**config.mk**
```make
export PLATFORM = sky130hd
export DESIGN_NAME = booth_seq_divider
export DESIGN_NICKNAME = d
export VERILOG_FILES = /design/src/rtl/booth_div_pkg.sv /design/src/rtl/booth_lshift_reg.sv /design/src/rtl/booth_seq_divider.sv
export SDC_FILE = /design/constraint.sdc
export NUM_CORES = 1
export LEC_CHECK = 0
export CORE_UTILIZATION = 50
export CTS_CLUSTER_SIZE = 14
export DETAILED_ROUTE_END_ITERATION = 10
export PLACE_DENSITY = 0.76
export REMOVE_ABC_BUFFERS = 1
export SETUP_SLACK_MARGIN = 0.05
export SYNTH_ARGS = -nofsm -noshare
export SYNTH_HDL_FRONTEND = slang
export SYNTH_SLANG_ARGS = --single-unit
```
**constraint.sdc**
```tcl
create_clock -name clk -period 3 [get_ports clk]
set_clock_uncertainty 0.15 [all_clocks]
set_input_delay 0.75 -clock clk [delete_from_list [all_inputs] [get_ports clk]]
set_output_delay 0.75 -clock clk [all_outputs]
set_load 0.05 [all_outputs]
```
**src/rtl/booth_div_pkg.sv**
```systemverilog
// Shared types, constants and helpers for the sequential restoring divider.
package booth_div_pkg;

  localparam int DEF_WIDTH = 16;

  // Widest operand abs_val can handle; callers sign-extend into this width.
  localparam int MAX_W = 64;

  typedef enum logic [1:0] {
    IDLE = 2'd0,
    RUN  = 2'd1,
    FIX  = 2'd2
  } state_e;

  // Magnitude of a sign-extended operand. Only negates in signed mode, so
  // the most negative value maps to its own unsigned bit pattern.
  function automatic logic [MAX_W-1:0] abs_val(input logic [MAX_W-1:0] v,
                                               input logic            is_signed);
    if (is_signed && v[MAX_W-1]) begin
      return -v;
    end
    return v;
  endfunction

endpackage

```
**src/rtl/booth_lshift_reg.sv**
```systemverilog
// Left-shifting {R,Q} register: parallel load has priority over shift.
module booth_lshift_reg
  import booth_div_pkg::*;
#(
  parameter int W = DEF_WIDTH
) (
  input  logic         clk,
  input  logic         clr_n,
  input  logic         ld,
  input  logic         shift,
  input  logic [2*W:0] d_in,
  input  logic         lsb_in,
  output logic [2*W:0] q
);

  logic [2*W:0] reg_d;
  logic [2*W:0] reg_q;

  // Next-value selection: load, shift left with lsb_in, or hold.
  always_comb begin
    // NOTE: default first so every path assigns reg_d and no latch is inferred.
    reg_d = reg_q;
    if (ld) begin
      reg_d = d_in;
    end else if (shift) begin
      reg_d = {reg_q[2*W-1:0], lsb_in};
    end
  end

  // State register.
  always_ff @(posedge clk or negedge clr_n) begin
    if (!clr_n) begin
      // NOTE: non-blocking assignments in clocked blocks avoid read/write races.
      reg_q <= '0;
    end else begin
      reg_q <= reg_d;
    end
  end

  assign q = reg_q;

endmodule

```
**src/rtl/booth_seq_divider.sv**
```systemverilog
// Sequential radix-2 restoring divider, one quotient bit per clock, with
// start/busy/done handshake and optional two's complement operands.
module booth_seq_divider
  import booth_div_pkg::*;
#(
  parameter int WIDTH = DEF_WIDTH
) (
  input  logic             clk,
  input  logic             clr_n,
  input  logic             start,
  input  logic             signed_en,
  input  logic [WIDTH-1:0] dividend,
  input  logic [WIDTH-1:0] divisor,
  output logic             busy,
  output logic             done,
  output logic [WIDTH-1:0] quotient,
  output logic [WIDTH-1:0] remainder,
  output logic             div_by_zero
);

  localparam int CNT_W = $clog2(WIDTH + 1);

  state_e             state_q, state_d;
  logic [CNT_W-1:0]   cnt_q, cnt_d;
  logic [WIDTH-1:0]   dvs_q, dvs_d;
  logic               quo_neg_q, quo_neg_d;
  logic               rem_neg_q, rem_neg_d;
  logic               dz_q, dz_d;
  logic               busy_q, busy_d;
  logic               done_q, done_d;
  logic [WIDTH-1:0]   quot_q, quot_d;
  logic [WIDTH-1:0]   rem_q, rem_d;
  logic               dz_flag_q, dz_flag_d;

  // Shift register interface.
  logic               sr_ld;
  logic               sr_shift;
  logic [2*WIDTH:0]   sr_din;
  logic               sr_lsb;
  logic [2*WIDTH:0]   rq;

  // Datapath views of the {R,Q} register.
  logic [WIDTH-1:0]   q_cur;
  logic [WIDTH-1:0]   r_mag;
  logic [2*WIDTH:0]   rq_shl;
  logic [WIDTH:0]     r_sh;
  logic [WIDTH+1:0]   diff;
  logic               fits;
  logic [WIDTH-1:0]   dvd_mag;
  logic [WIDTH-1:0]   dvs_mag;

  booth_lshift_reg #(.W(WIDTH)) u_rq (
    .clk    (clk),
    .clr_n  (clr_n),
    .ld     (sr_ld),
    .shift  (sr_shift),
    .d_in   (sr_din),
    .lsb_in (sr_lsb),
    .q      (rq)
  );

  // Operand magnitudes, remainder trial subtraction and result views.
  always_comb begin
    dvd_mag = WIDTH'(abs_val({{(MAX_W-WIDTH){dividend[WIDTH-1]}}, dividend}, signed_en));
    dvs_mag = WIDTH'(abs_val({{(MAX_W-WIDTH){divisor[WIDTH-1]}}, divisor}, signed_en));
    q_cur   = rq[WIDTH-1:0];
    r_mag   = WIDTH'(rq[2*WIDTH:WIDTH]);
    rq_shl  = {rq[2*WIDTH-1:0], 1'b0};
    r_sh    = rq_shl[2*WIDTH:WIDTH];
    diff    = {1'b0, r_sh} - {2'b00, dvs_q};
    fits    = ~diff[WIDTH+1];
  end

  // Control FSM, iteration counter and sign fix-up next-state logic.
  always_comb begin
    state_d   = state_q;
    cnt_d     = cnt_q;
    dvs_d     = dvs_q;
    quo_neg_d = quo_neg_q;
    rem_neg_d = rem_neg_q;
    dz_d      = dz_q;
    done_d    = 1'b0;
    quot_d    = quot_q;
    rem_d     = rem_q;
    dz_flag_d = dz_flag_q;
    sr_ld     = 1'b0;
    sr_shift  = 1'b0;
    sr_din    = '0;
    sr_lsb    = 1'b0;

    case (state_q)
      IDLE: begin
        if (start) begin
          quo_neg_d = signed_en & (dividend[WIDTH-1] ^ divisor[WIDTH-1]);
          rem_neg_d = signed_en & dividend[WIDTH-1];
          dvs_d     = dvs_mag;
          dz_d      = (divisor == '0);
          cnt_d     = '0;
          sr_ld     = 1'b1;
          sr_din    = {{(WIDTH+1){1'b0}}, dvd_mag};
          state_d   = (divisor == '0) ? FIX : RUN;
        end
      end
      RUN: begin
        cnt_d = cnt_q + 1'b1;
        if (fits) begin
          sr_ld  = 1'b1;
          sr_din = {diff[WIDTH:0], rq_shl[WIDTH-1:1], 1'b1};
        end else begin
          sr_shift = 1'b1;
        end
        if (cnt_q == CNT_W'(WIDTH - 1)) begin
          state_d = FIX;
        end
      end
      FIX: begin
        if (dz_q) begin
          // Q still holds |dividend|, so re-signing it restores the dividend.
          quot_d = '1;
          rem_d  = rem_neg_q ? -q_cur : q_cur;
        end else begin
          quot_d = quo_neg_q ? -q_cur : q_cur;
          rem_d  = rem_neg_q ? -r_mag : r_mag;
        end
        dz_flag_d = dz_q;
        done_d    = 1'b1;
        state_d   = IDLE;
      end
      default: state_d = IDLE;
    endcase

    busy_d = (state_d != IDLE);
  end

  // State and registered outputs.
  always_ff @(posedge clk or negedge clr_n) begin
    if (!clr_n) begin
      state_q   <= IDLE;
      cnt_q     <= '0;
      dvs_q     <= '0;
      quo_neg_q <= 1'b0;
      rem_neg_q <= 1'b0;
      dz_q      <= 1'b0;
      busy_q    <= 1'b0;
      done_q    <= 1'b0;
      quot_q    <= '0;
      rem_q     <= '0;
      dz_flag_q <= 1'b0;
    end else begin
      state_q   <= state_d;
      cnt_q     <= cnt_d;
      dvs_q     <= dvs_d;
      quo_neg_q <= quo_neg_d;
      rem_neg_q <= rem_neg_d;
      dz_q      <= dz_d;
      busy_q    <= busy_d;
      done_q    <= done_d;
      quot_q    <= quot_d;
      rem_q     <= rem_d;
      dz_flag_q <= dz_flag_d;
    end
  end

  assign busy        = busy_q;
  assign done        = done_q;
  assign quotient    = quot_q;
  assign remainder   = rem_q;
  assign div_by_zero = dz_flag_q;

endmodule

```
==> flow_summary.yaml, run 1 <==
timing:
  finalSetupViolations: 0
  worst_slew_pin_slew_ps: 919
  hold_viol_final: 0
  final_max_slew_viol_count: 0
  timing.final.ws_setup_ps: 206
  rsz0062_at_grt: "false"
  finalCriticalPeriod_ps: 2790
  layout_worst_path_cycle_share_pct: 93.1
  achievable-frequency_mhz: 358
  timing.max_slew.rel_slack_pct: 38.5
power_and_ir_drop:
  power_per_cell_area_nw_per_um2: 1200
  power.ir.vdd_worst_mv: 0.596
  cellLeakagePower_nw: 3.11
  fin_total_pwr_mw: 8.67
floorplan:
  core-area_um2: 11600
  floorplan.die.height_um: 112
  floorplan_die_area_um2: 12500
  row_count: 39
  boundaryPins: 71
  floorplan.die.width_um: 112
  start_util_pct: 52.1
clock_tree:
  clkSinkCount: 93
  cts-root-buf: "clkbuf_16"
  clock_slew_seen_by_the_registers_of_the_worst_setup_and_hold_paths_ps: 60
  cts_setup_buffers: 0
  postCtsResizedCells: 0
  total_of_hold_buffers_inserted_after_clock_tree_synthesis: 0
  clk-insertion-delay-late_ps: 350
  cts.path.max_buffers: 2
  htree_num_levels: 3
  tritoncts: "yes"
  tritoncts.num_buffers: 9
synth:
  netlist.area_leader.share_pct: 38.5
  synth.cell_area_um2: 6050
  synth-async-reset-ratio_pct: 100
  synthCells: 738
  ys_seq_elements: 93
  synthesis.yosys.warnings: 0
  yosysUniqueCellTypes: 57
  synth.avg_cell_area_um2: 8.20
  yosys.area.top_type: "dfrtp_1"
  synth_area_leaders: "dfrtp_1 (38%), o21ai_0 (8.0%), nand2_1 (7.7%)"
  synth-edff-count: 0
  synth_sequential_area_ratio_pct: 38.5
  leading_register_cell_type_out_of_synthesis: "dfrtp_1"
grt:
  grt.overflow.total: 0
  antenna_found_initial: 0
  met2_usage_pct: 41.6
  grt_start_max_net_pins: 59
  grt.total_usage_pct: 25.8
  grt.met1_usage_pct: 33.3
  number_of_global_route_vias_before_repair: 5359
  grt_first_pass_wirelength_um: 25700
  gr-usage-met3_pct: 4.79
  grt_most_used_layer: "met2"
place:
  place_worst_setup_slack_ps: -101
  gp_congestion: 0.946
  port-buffer-count: 70
  place_area_um2: 6970
  hpwl_um: 11800
final_layout:
  final_design_area_no_fill_um2: 7240
  finish.utilization_pct: 62.4
  layout_common_cells: "nand2_1 (124), o21ai_0 (97), dfrtp_1 (93), clkdlybuf4s50_1 (69), nor2_1 (56)"
  fraction_of_final_layout_cells_sized_beyond_drive_strength_1_pct: 6.57
  regArea_um2: 2330
  final_nets: 861
  multiInputGateArea_um2: 3450
  layout_commonest_cell: "nand2_1"
  antenna_diodes: 0
  layout.filler_cells: 1044
  area_delta_synth_final_pct: 19.7
setup_path:
  crit_fanout: 7
  crit_path_start_kind: "flop"
  crit_type: "reg -> reg"
  cp.required_ps: 3090
  worst-endpoint-arrival_ps: 2880
  timing.critical_path.to_type: "flop"
run_status:
  run_status: "complete, but fails checks"
  failing_checks: "design-rule violations"
drt:
  vias_after_detailed_routing: 5471
  dr.first_iter.drc_count: 437
  drt-wirelength-per-cell_um: 15.9
  route.detailed.drc: 8
  detail-route-antenna-nets: 0
  firstDrtPassIters: 8
  drt-vias-per-instance: 5.76
  route.final.wire_length_um: 15100
worst_hold_path:
  worstHoldPathType: "in -> async"
run:
  cap_viol_max_count: 0
==> critical path, stage by stage (launching register included) <==
cell	delay (ps)
dfrtp_1	450
ha_1	390
a21o_1	240
a31o_1	190
a31oi_1	300
o211ai_2	220
o31a_1	300
buf_4	170
o311ai_1	280
==> state kept, by name, summed over array words and instances (netlist names) <==
register     count
remainder       16
dvs_q           16
done             1
rem_neg_q        1
div_by_zero      1
quotient        16
state_q          2
busy             1
u_rq.q          32
cnt_q            5
quo_neg_q        1
dz_q             1
==> layer usage <==
metal  up-vias  wire length [µm]  share of wire (%)
li1       2689                 -                  -
met1      2592              6770                 45
met2       149              7100                 47
met3        41               734                4.9
met4         0               524                3.5
met5         -                 0                  0
==> stage by stage <==
step	TNS (ps)	hold slack, ps	cells
after floorplan	0	299	697
after global placement	-6.90	301	934
after detailed placement	-140	308	934
after CTS	0	213	950
after global routing	0	232	950
final	0	201	950
==> power breakdown <==
group	leakage [nW]	total, mW	switching (mW)	internal (mW)
clock network	0.135	1.06	0.493	0.569
logic	1.78	5.11	2.95	2.16
registers	1.19	2.50	0.701	1.80
total	3.11	8.67	4.14	4.53
==> final cells by class <==
cell class / count / share of cell area [%]
Sequential cell: 93 / 32.1
Clock inverter: 6 / 0.639
Clock buffer: 10 / 3.16
Inverter: 29 / 1.50
Multi-Input combinational cell: 575 / 47.6
Tap cell: 143 / 2.47
Timing Repair Buffer: 94 / 12.5
==> kinds of logic (layout without fill, tap and decap cells) <==
group / after synthesis / count (layout) / share of synthesized area, %
AOI/OAI and AO/OA: 209 / 209 / 20.8
xor gates and xnor gates: 75 / 75 / 10.9
adders and majority gates: 23 / 23 / 4.88
buffers and inverters: 70 / 139 / 4.51
DFF: 93 / 93 / 38.5
muxes: 4 / 4 / 0.869
and+or+nand+nor: 264 / 264 / 19.6
==> cells in the mapped netlist (all sizes together) (8+ instances only) <==
| cell | n |
|---|---|
| nor2 | 56 |
| ha | 22 |
| nand2 | 124 |
| nor2b | 8 |
| dfrtp | 93 |
| nand3 | 22 |
| xor2 | 38 |
| nor3 | 8 |
| inv | 29 |
| clkbuf | 33 |
| buf | 8 |
| o31ai | 9 |
| a21oi | 53 |
| or3 | 13 |
| xnor2 | 37 |
| o21ai | 98 |
==> worst paths after layout <==
kind	from	end	slack, ps	cells after the start
min in group clk	quotient[0]	quotient[0]	320	2
max	u_rq.q[19]	u_rq.q[18]	210	8
max in group asynchronous	clr_n	dvs_q[12]	1830	2
min reg2reg	quotient[0]	quotient[0]	320	2
max reg2reg	u_rq.q[19]	u_rq.q[18]	210	8
min	clr_n	done	200	1
Power figures use the tool's default switching activity.
==> run 2, diff against run 1 <==
Settings changed: CTS_CLUSTER_DIAMETER from default to 50, GPL_TIMING_DRIVEN from default to 0.
Clock period 3 ns to 3.4 ns, I/O delays scaled along.
==> run 2 against run 1 <==
  * The run still ends with design-rule violations left
  * Critical path depth grew 1
  * Highest routed layer unchanged
  * Sequential power shrank 11%
  * Count of clock-buffer cells in the layout is the same
  * Critical path type is now in -> reg
  * Die area is the same
  * Design area shrank 1.2%
  * Via count shrank 1.2%
  * Global-route usage shrank 0.87 points
==> flow_summary.yaml, run 2 (synthesis results as in run 1) <==
grt:
  grt.total_usage_pct: 24.9
  number_of_global_route_vias_before_repair: 5233
  antenna_found_initial: 0
  grt.overflow.total: 0
  grt_start_max_net_pins: 56
  grt_first_pass_wirelength_um: 25000
final_layout:
  area_delta_synth_final_pct: 18.3
  layout_commonest_cell: "nand2_1"
  final_nets: 840
  fraction_of_final_layout_cells_sized_beyond_drive_strength_1_pct: 4.58
  antenna_diodes: 0
  layout_common_cells: "nand2_1 (123), o21ai_0 (97), dfrtp_1 (93), clkdlybuf4s50_1 (69), nor2_1 (55)"
  layout.filler_cells: 1005
  flip_flop_count_of_the_largest_register_after_layout: 32
drt:
  dr.first_iter.drc_count: 356
  met3WireLength_um: 665
  route.detailed.drc: 8
  drt-wirelength-per-cell_um: 15.9
  route.final.wire_length_um: 14800
  highest-signal-layer: "met4"
  drt-vias-per-instance: 5.82
  detail-route-antenna-nets: 0
  vias_after_detailed_routing: 5404
  drt-met1-wl_um: 6590
  firstDrtPassIters: 8
  wl_met2_um: 7220
timing:
  finalCriticalPeriod_ps: 3220
  finalSetupViolations: 0
  rsz0062_at_grt: "true"
  layout_worst_path_cycle_share_pct: 94.8
  hold_viol_final: 0
  finalSetupTns_ps: 0
  final_max_slew_viol_count: 0
  achievable-frequency_mhz: 310
  worst_slew_pin_slew_ps: 1160
  timing.max_slew.rel_slack_pct: 22.4
power_and_ir_drop:
  fin_total_pwr_mw: 7.68
  power.ir.vdd_worst_mv: 0.426
  power_per_cell_area_nw_per_um2: 1070
  cellLeakagePower_nw: 3.03
clock_tree:
  cts-root-buf: "clkbuf_16"
  clock_slew_seen_by_the_registers_of_the_worst_setup_and_hold_paths_ps: 60
  cts.path.max_buffers: 2
  tritoncts.num_buffers: 9
  clk-insertion-delay-late_ps: 350
  htree_num_levels: 3
  tritoncts: "yes"
  clkSinkCount: 93
  total_of_hold_buffers_inserted_after_clock_tree_synthesis: 0
setup_path:
  timing.critical_path.to_type: "flop"
  crit_fanout: 45
  cp.required_ps: 3530
  ff2ff_path_depth: 8
  crit_type: "in -> reg"
  worst-endpoint-arrival_ps: 3350
  regToRegSetupSlack_ps: 200
  r2r_end: "u_rq.q[26]"
  crit_path_start_kind: "primary input"
  reg2reg_from: "u_rq.q[19]"
run_status:
  run_status: "complete, but fails checks"
  failing_checks: "design-rule violations"
floorplan:
  boundaryPins: 71
  floorplan.die.width_um: 112
  row_count: 39
  floorplan_die_area_um2: 12500
  floorplan.die.height_um: 112
  core-area_um2: 11600
  start_util_pct: 52.1
place:
  port-buffer-count: 70
  gp_congestion: 0.899
  hpwl_um: 10900
run:
  cap_viol_max_count: 0
worst_hold_path:
  worstHoldPathType: "in -> async"
## run 2: critical path, cell delays in order
cell,delay [ps]
clkdlybuf4s50_1,530
nor2_1,70
or2_4,390
clkinvlp_4,270
nand2_1,220
nor2_4,250
o31a_1,420
o2111ai_1,190
a21oi_1,150
## run 2: final cells by class
type	instances	area, µm²	area share, %
flip-flops and latches	93	2330	32.5
well taps	143	179	2.50
multi-input cells	576	3480	48.7
clock inverters	6	61.3	0.857
clock buffers	10	239	3.34
inverters	29	113	1.57
repair buffers	72	753	10.5
## run 2: timing repair
action,in CTS,in global routing
cloned,0,1
buffers inserted,0,0
setup endpoints to repair,17,15
resized for setup,2,3
pin swaps,0,1
## run 2: worst max-delay path by stage
stage	start	end	slack [ps]
finish	start	u_rq.q[31]	180
CTS	u_rq.q[19]	u_rq.q[17]	120
floorplan	start	u_rq.q[24]	390
detailed placement	start	u_rq.q[31]	-550
global route	start	u_rq.q[0]	40
global placement	clr_n	dvs_q[15]	-1930
## run 2: metrics by stage
step | area [µm²] | std cells | hold WS, ps | worst slack [ps] | util, %
final | 7150 | 929 | 320 | 178 | 61.6
after global routing | 7150 | 929 | 342 | 38.3 | 61.6
after CTS | 7130 | 928 | 320 | 120 | 61.4
after floorplan | 5880 | 697 | 299 | 391 | -
after detailed placement | 6820 | 912 | 305 | -549 | 58.7
after global placement | 6760 | 910 | 301 | -1930 | 58.2
## run 2: per-layer routing
layer  vias up  global-route usage (%)
met5         -                       0
met4         0                    11.3
met3        28                    3.10
met2       170                    41.6
met1      2546                    32.4
li1       2660                       -
## run 2: power breakdown
part           internal, mW  switching, mW  total, mW
combinational          1.81           2.61       4.42
clock                 0.588          0.438       1.03
sequential             1.59          0.642       2.23
total                  3.99           3.69       7.68
